==> src/rtl/xform_pkg.sv <==
// Shared types and helpers for the xform_engine datapath.
// Optional XFORM_PARITY_EN adds a registered parity output on the top.
package xform_pkg;

  localparam int ROUNDS_W = 8;
  // Upper bound on datapath width accepted by the generic byte-swap helper.
  localparam int MAX_DW   = 1024;

  typedef enum logic [1:0] {
    IDLE = 2'd0,
    RUN  = 2'd1,
    HOLD = 2'd2
  } state_t;

  typedef enum logic [1:0] {
    ROL   = 2'd0,
    ROR   = 2'd1,
    INV   = 2'd2,
    BSWAP = 2'd3
  } op_t;

  typedef struct packed {
    op_t                 op;
    logic [ROUNDS_W-1:0] rounds;
    logic                err;
  } status_t;

  // Reverses the order of the low nbytes bytes of d; upper bytes return zero.
  function automatic logic [MAX_DW-1:0] bswap(input logic [MAX_DW-1:0] d, input int nbytes);
    logic [MAX_DW-1:0] r;
    r = '0;
    for (int i = 0; i < MAX_DW / 8; i++) begin
      if (i < nbytes) r[8*i +: 8] = d[8*(nbytes-1-i) +: 8];
    end
    return r;
  endfunction

endpackage

==> src/rtl/xform_mem.sv <==
// Byte-enable scratch RAM with a registered read port; a same-address
// read during a write returns the previous contents.
module xform_mem #(
  parameter int DATA_WIDTH = 32,
  parameter int ADDR_WIDTH = 6
) (
  input  logic                    clk_i,
  input  logic                    rst_ni,
  input  logic                    we_i,
  input  logic [ADDR_WIDTH-1:0]   addr_i,
  input  logic [DATA_WIDTH-1:0]   wdata_i,
  input  logic [DATA_WIDTH/8-1:0] be_i,
  output logic [DATA_WIDTH-1:0]   rdata_o
);

  localparam int DEPTH = 1 << ADDR_WIDTH;
  localparam int NB    = DATA_WIDTH / 8;

  logic [DATA_WIDTH-1:0] mem_q [DEPTH];

  always_ff @(posedge clk_i) begin
    if (we_i) begin
      for (int k = 0; k < NB; k++) begin
        if (be_i[k]) mem_q[addr_i][8*k +: 8] <= wdata_i[8*k +: 8];
      end
    end
  end

  always_ff @(posedge clk_i or negedge rst_ni) begin
    if (!rst_ni) rdata_o <= '0;
    else         rdata_o <= mem_q[addr_i];
  end

endmodule

==> src/rtl/xform_engine.sv <==
// Back-pressured byte-merge / multi-round transform engine with scratch RAM.
// Define XFORM_PARITY_EN to add the registered parity_o output.
//
// state | meaning
// IDLE  | ready for a job; held word seeds the next merge
// RUN   | applying one round of the latched op per cycle
// HOLD  | result presented until the consumer takes it
module xform_engine
  import xform_pkg::*;
#(
  parameter int                    DATA_WIDTH  = 32,
  parameter int                    ADDR_WIDTH  = 6,
  parameter logic [DATA_WIDTH-1:0] RESET_VALUE = '0
) (
  input  logic                    clk_i,
  input  logic                    rst_ni,
  input  logic                    in_valid_i,
  output logic                    in_ready_o,
  input  logic [DATA_WIDTH-1:0]   in_data_i,
  input  logic [DATA_WIDTH/8-1:0] in_be_i,
  input  op_t                     in_op_i,
  input  logic [ROUNDS_W-1:0]     in_rounds_i,
  output logic                    out_valid_o,
  input  logic                    out_ready_i,
  output logic [DATA_WIDTH-1:0]   out_data_o,
  output status_t                 out_status_o,
  input  logic                    flush_i,
  output logic                    err_o,
  input  logic                    err_clr_i,
  output logic                    busy_o,
  input  logic                    mem_we_i,
  input  logic [ADDR_WIDTH-1:0]   mem_addr_i,
  input  logic [DATA_WIDTH-1:0]   mem_wdata_i,
  input  logic [DATA_WIDTH/8-1:0] mem_be_i,
  output logic [DATA_WIDTH-1:0]   mem_rdata_o
`ifdef XFORM_PARITY_EN
  ,
  output logic                    parity_o
`endif
);

  localparam int NB = DATA_WIDTH / 8;

  state_t                state_q, state_d;
  logic [DATA_WIDTH-1:0] held_q, held_d;
  logic [DATA_WIDTH-1:0] merged, stepped;
  logic [MAX_DW-1:0]     held_ext, held_swapped;
  op_t                   op_q;
  logic [ROUNDS_W-1:0]   rounds_q, cnt_q, cnt_d;
  logic                  err_q, err_d, st_err_q;
  logic                  accept, abort, enter_hold;

  always_comb begin
    merged = held_q;
    for (int k = 0; k < NB; k++) begin
      if (in_be_i[k]) merged[8*k +: 8] = in_data_i[8*k +: 8];
    end
  end

  always_comb begin
    held_ext                     = '0;
    held_ext[DATA_WIDTH-1:0]     = held_q;
    held_swapped                 = bswap(held_ext, NB);
    stepped                      = held_q;
    case (op_q)
      ROL:     stepped = {held_q[DATA_WIDTH-2:0], held_q[DATA_WIDTH-1]};
      ROR:     stepped = {held_q[0], held_q[DATA_WIDTH-1:1]};
      INV:     stepped = ~held_q;
      BSWAP:   stepped = held_swapped[DATA_WIDTH-1:0];
      default: stepped = held_q;
    endcase
  end

  always_ff @(posedge clk_i or negedge rst_ni) begin
    if (!rst_ni) state_q <= IDLE;
    else         state_q <= state_d;
  end

  always_comb begin
    state_d = state_q;
    held_d  = held_q;
    cnt_d   = cnt_q;
    accept  = 1'b0;
    abort   = 1'b0;
    case (state_q)
      IDLE: begin
        if (in_valid_i) begin
          accept  = 1'b1;
          held_d  = merged;
          cnt_d   = '0;
          state_d = (in_rounds_i == '0) ? HOLD : RUN;
        end
      end
      RUN: begin
        // An aborted round is not applied: the held word keeps the last completed round.
        if (flush_i) begin
          abort   = 1'b1;
          state_d = IDLE;
        end else begin
          held_d = stepped;
          cnt_d  = cnt_q + ROUNDS_W'(1);
          if (cnt_d == rounds_q) state_d = HOLD;
        end
      end
      HOLD: begin
        if (out_ready_i) begin
          state_d = IDLE;
        end else if (flush_i) begin
          abort   = 1'b1;
          state_d = IDLE;
        end
      end
      default: state_d = IDLE;
    endcase
    err_d      = abort ? 1'b1 : (err_clr_i ? 1'b0 : err_q);
    enter_hold = (state_q != HOLD) && (state_d == HOLD);
  end

  always_ff @(posedge clk_i or negedge rst_ni) begin
    if (!rst_ni) begin
      held_q   <= RESET_VALUE;
      op_q     <= ROL;
      rounds_q <= '0;
      cnt_q    <= '0;
      err_q    <= 1'b0;
      st_err_q <= 1'b0;
    end else begin
      held_q <= held_d;
      cnt_q  <= cnt_d;
      err_q  <= err_d;
      if (accept) begin
        op_q     <= in_op_i;
        rounds_q <= in_rounds_i;
      end
      if (enter_hold) st_err_q <= err_q;
    end
  end

`ifdef XFORM_PARITY_EN
  logic parity_q;
  always_ff @(posedge clk_i or negedge rst_ni) begin
    if (!rst_ni) parity_q <= 1'b0;
    else         parity_q <= ^held_d;
  end
  assign parity_o = parity_q;
`endif

  assign in_ready_o          = (state_q == IDLE);
  assign out_valid_o         = (state_q == HOLD);
  assign busy_o              = (state_q != IDLE);
  assign out_data_o          = held_q;
  assign err_o               = err_q;
  assign out_status_o.op     = op_q;
  assign out_status_o.rounds = rounds_q;
  assign out_status_o.err    = st_err_q;

  xform_mem #(
    .DATA_WIDTH(DATA_WIDTH),
    .ADDR_WIDTH(ADDR_WIDTH)
  ) u_mem (
    .clk_i  (clk_i),
    .rst_ni (rst_ni),
    .we_i   (mem_we_i),
    .addr_i (mem_addr_i),
    .wdata_i(mem_wdata_i),
    .be_i   (mem_be_i),
    .rdata_o(mem_rdata_o)
  );

endmodule

==> config.mk <==
export PLATFORM = sky130hd
export DESIGN_NAME = xform_engine
export DESIGN_NICKNAME = d
export VERILOG_FILES = /design/src/rtl/xform_pkg.sv /design/src/rtl/xform_mem.sv /design/src/rtl/xform_engine.sv
export SDC_FILE = /design/constraint.sdc
export NUM_CORES = 2
export LEC_CHECK = 0
export ABC_AREA = 1
export BUFFER_PORTS_ARGS = -buffer_cell sky130_fd_sc_hd__buf_2
export CORE_UTILIZATION = 47
export CTS_BUF_LIST = sky130_fd_sc_hd__clkbuf_8 sky130_fd_sc_hd__clkbuf_16
export DETAILED_ROUTE_END_ITERATION = 12
export PLACE_DENSITY = 0.65
export SLEW_MARGIN = 20
export SYNTH_ARGS = -nofsm -noshare
export SYNTH_HDL_FRONTEND = slang
export SYNTH_SLANG_ARGS = --single-unit
export TNS_END_PERCENT = 20
==> constraint.sdc <==
create_clock -name clk_i -period 2.1 [get_ports clk_i]
set_clock_uncertainty 0.2 [all_clocks]
set_input_delay 0.315 -clock clk_i [delete_from_list [all_inputs] [get_ports clk_i]]
set_output_delay 0.315 -clock clk_i [all_outputs]
set_load 0.01 [all_outputs]
# Word-level counts from Yosys, hierarchy flattened
# Memory sizes are Yosys's and may differ from the RTL's. A register that Yosys moved wholly into a read port is not among the register bits.
# Cells that the tools add are included.
# totals
regBits	54
latchBits	0
ram_bits	2048
romBits	0
in_bits	95
word_cells	77
mem_count	1
# classes
n_addsub	1
multipliers	0
n_div	0
magnitude_cmp	0
eq_ne	14
shifts	0
mux	37
n_bitwise	1
n_reduce_logical	13
# mem_list
name	depth	width	rd	rd_clocked_by_memory_dff	wr	line	rtl
u_mem.mem_q	64	32	1	1	1	xform_mem.sv:19	logic [DATA_WIDTH-1:0] mem_q [DEPTH];
# op_table
op	n
$pmux W32 S4	1
$mux W32	2
$pmux W32 S2	1
$mux W8	6
$not A32 Y32	1
$mux W1	18
$pmux W8 S2	1
$reduce_and A4 Y1	4
$mux W2	6
$add A8 B1 Y8 const B	1
$eq A2 B2 Y1 const B	4
$eq A8 B8 Y1	1
$logic_not A8 Y1	1
$ne A2 B1 Y1 const B	4
$ne A2 B2 Y1 const B	3
$pmux W2 S3	1
$reduce_bool A2 Y1	3
$eq A2 B1 Y1 const B	2
$logic_not A2 Y1	2
$reduce_and A3 Y1	1
$pmux W1 S2	1
$logic_and A1 B1 Y1	1
$logic_not A1 Y1	1

# Depth between registers and ports, before layout
# depth
word_depth	7
mapped_depth	16
ltp_nobuf	16

# Hierarchy
# Synthesis repeated with hierarchy kept, for this count alone.
# hier_totals
cells_unflattened	9209
hier_area_um2	91545.3
# modules_own_cells
module	n_inst	cells_per_inst	area_each_um2	seq_area_each_um2
xform_mem	1	8723	87988.1	62299.8
xform_engine	1	486	3557.2	1351.3

# Worst setup path before layout
# Ideal clock, no wire load.
# synth_path
path_kind	in2reg
start	input port mem_addr_i[1]
end	memory u_mem.mem_q[56][10] (enable)
setup_time_ns	0.370
t_arrival_ns	1.831
required_ns	1.530
path_slack_ns	-0.301
cell_stages	7
n_path_buf	4
cell_sequence	buf_4 > nor3_4 > buf_2 > buf_2 > buf_2 > nand2_1 > nor2_1
# synth_lines
element	line	rtl
start, declared	xform_engine.sv:32	input logic [ADDR_WIDTH-1:0] mem_addr_i,
end, declared	xform_mem.sv:19	
# No word-level cell before the write port.

# Final worst setup path
# layout_path
start	register state_q[0]
end	output port in_ready_o
# layout_via
elab_chain_len	1
# layout_rtl
element	line	rtl
start, declared	xform_engine.sv:44	state_t state_q, state_d;
start signal, assigned	xform_engine.sv:76	else state_q <= state_d;
$logic_not A2 Y1	xform_engine.sv:148	assign in_ready_o = (state_q == IDLE);
end, declared	xform_engine.sv:18	output logic in_ready_o,
# No other way between the ends.

==> key figures <==
Setup path
  – Crit path max fanout: 2
  – RR Startpoint: state_q[0]
  – Arrival time worst endpoint: 1.81 ns
  – Crit path from: state_q[0]
  – Crit-path leading delay family: buffers and inverters
  – Crit-path most repeated cell: buf_6
  – Worst EP required: 1.58 ns
  – Slowest-stage cell, CP: dfrtp_1
  – Worst path bufs/invs: 4
  – Critical setup path kind: reg2out
  – CP Launch Type: flop
  – CP Capture Type: output port
  – Critical-path cell list: inv_2 > ha_4 > buf_6 > buf_6 > buf_6
  – Worst path max stage delay: around 0.36 ns

Worst hold path
  – HP Class: in2reg
  – Hold Path Origin: mem_we_i

Yosys
  – Count of flip-flops with a built-in enable after synthesis: about 2000
  – Post-synth top cells: edfxtp_1 (2048), nand2_1 (1642), nor2_1 (375), a22oi_1 (306), nand4_1 (207)
  – Cells after synthesis: roughly 5700
  – Ys Warns: 0
  – Post-synthesis cell area: around 81000 sq um
  – Syn nets: roughly 5800
  – Top_reg_cell synth: edfxtp_1
  – Top cell type's share of synthesized area: roughly three quarters
  – Count leader, synth: edfxtp_1
  – Synth top area cells: edfxtp_1 (76%), nand2_1 (7.6%), a22oi_1 (2.8%)
  – Register area share after synthesis: between 70% and 80%
  – Async S/R FF share, synth: between 4 and 5%
  – Unique masters post-synth: a little over 40
  – Yosys top cell by area: edfxtp_1
  – Avg Synthesized Cell Area: 14.2 sq um
  – Yosys reg bits: ~2100

Run
  – Max Cap Violations: 0

Drt
  – DRC violations left: 0
  – DR iter-0 viols: 7027
  – Routed WL: between 200000 and 250000 um
  – WL per Instance: around 27 um
  – Vias/cell: between 5 and 6
  – First-pass iteration count of the detailed router: 8
  – Total number of vias: about 53000
  – Antenna viol nets, final: 0

Placement
  – Hpwl dp: 156000 um
  – IO Port Bufs: approximately 170
  – Placer congestion estimate: 0.914
  – Area after DPL: about 95000 sq um

Cells and area
  – FILL cells: roughly 12000
  – Layout area overhead: 27.7%
  – Fin area: roughly 100000 sq um
  – Layout cells sized above 1: 23.9%
  – Layout net count: between 6000 and 7000

Timing
  – Fmax: roughly 430 MHz
  – Period minus WS final: 2.33 ns
  – Unrepaired setup endpoints after global routing: yes
  – Final setup violating endpoints: 11
  – Final Cycle Share: 111%
  – Worst-Margin Slew: about 0.97 ns
  – Final count of hold timing violations: 0
  – Slew Limit Fails: 0
  – Rel. slew slack: a little over a third
  – Fin worst setup slack: -0.228 ns

Power
  – VDD IR max: a little under 0.0009 V
  – Pwr/cell area: 921 nW/um^2
  – Static Leak: ~0.036 uW
  – Power Total: around 95000 uW

Clock tree
  – Worst-path clk slew: 0.06 ns
  – Clk Latency, worst-skew pair: 0.85 ns
  – H-Tree Depth: 4
  – CTS max path bufs: 3
  – Cts bufs inserted: roughly 210
  – CTS Root Cell: clkbuf_16
  – Num Clock Sinks: approximately 2100
  – TritonCTS clock tree: done

GRT
  – Antenna violations before repair: 4
  – Total grt overflow: 0
  – GRT Util Overall: 27.6%
  – Largest net degree at the start of global routing: 65
  – Vias in the first global route: approximately 52000
  – First-pass GRT wire length: 351000 um

Status
  – Status: finished, violations left
  – Failing checks: negative setup slack

Floorplan
  – IO Pins: ~170
  – Die area: roughly 170000 sq um
  – Initial Util: approximately 48%
  – Chip Width: approximately 420 um
  – Total core area: roughly 170000 sq um
  – Chip height: 417 um
  – FP Rows: between 150 and 200
-- cell type report --
cell class                 instances  area, sq um  area share [%]
sequential                      2134        63700            61.5
multi-input combinational       3131        17100            16.5
timing repair buffer            1078        12300            11.9
clock buffer                     223         5430            5.25
tap                             2295         2870            2.78
clock inverter                   172         1510            1.46
inverter                         129          537           0.519
antenna                            3         7.51         0.00726
-- kinds of logic (layout without fill, tap and decap cells) --
logic type               after synthesis  in the layout  synth area share, %
AND/OR/NAND/NOR                     2311           2311                 11.6
flip-flops                          2134           2134                 78.6
buffers and inverters                439           1602                 2.33
adder cells (fa/ha/maj)                5              5               0.0773
multiplexers                           1              1               0.0139
AO/OA/AOI/OAI                        812            812                 7.39
XOR/XNOR                               2              2               0.0216
other                                  0              3                    0
-- stage by stage --
step,worst slack [ns],hold slack [ns],util [%],TNS [ns],cells
floorplan,-0.0822,-0.181,-,-66.32,5704
finish,-0.228,0.0825,60.8,-0.871,9165
global route,-0.286,0.0796,60.8,-1.94,9165
detailed placement,-0.648,-0.0171,55.9,-625.25,8651
CTS,-0.320,0.0398,60.6,-0.955,9154
global placement,-0.592,-0.0148,55.9,-602.67,8651
-- worst reg2reg max path, stage by stage, from the launching register on --
cell and delay [ns]:
dfrtp_1 0.36, inv_2 0.07, ha_4 0.17, buf_4 0.13, buf_6 0.12, nand2_2 0.10
buf_8 0.16, mux2_2 0.33, dlygate4sd3_1 0.55
-- state kept, by name, indices dropped and copies added (netlist names) --
name           cells
u_mem.mem_q     2048
out_data_o        32
u_mem.rdata_o     32
cnt_q              8
rounds_q           8
op_q               2
state_q            2
err_o              1
st_err_q           1
-- routing by layer --
layer	track usage (%)	share of wire, %
met1	37.9	39
met4	10.3	3.9
met3	4.67	9.3
met5	0	0
met2	44.4	48
-- path summary, 6_finish.rpt --
path,slack (ns),end,cells past startpoint
setup / recovery,-0.23,in_ready_o,5
hold / removal,0.08,u_mem.mem_q[26][30],5
setup reg to reg,-0.22,op_q[1],8
hold reg to reg,0.34,st_err_q,2
max in group asynchronous,0.55,u_mem.rdata_o[11],4
min in group asynchronous,0.36,cnt_q[7],3
-- power by group --
part           leakage, uW  switching (uW)  internal (uW)  total, uW
logic               0.0133            6000           3780       9780
registers           0.0194             782          47400      48100
clock network      0.00363           16300          21100      37400
-- layout by cell type, fill, tap and decap left out, drive strengths merged, types with 86 or more instances in the layout --
cell            n
a21oi         109
a221oi        211
a22oi         306
buf           976
clkbuf        223
dfrtp          86
dlygate4sd3   100
edfxtp       2048
inv           200
nand2        1642
nand4         207
nor2          375
-- timing repair --
| action | 4_1_cts | 5_1_grt |
|---|---|---|
| pin swaps | 2 | 18 |
| gates cloned | 0 | 2 |
| hold buffers | 101 | 1 |
| setup endpoints to repair | 26 | 113 |
| buffers inserted | 7 | 6 |
| endpoints found under the hold margin | 2123 | 64 |
| resized for setup | 20 | 49 |
Note: power is estimated with default switching activity, not from simulation.
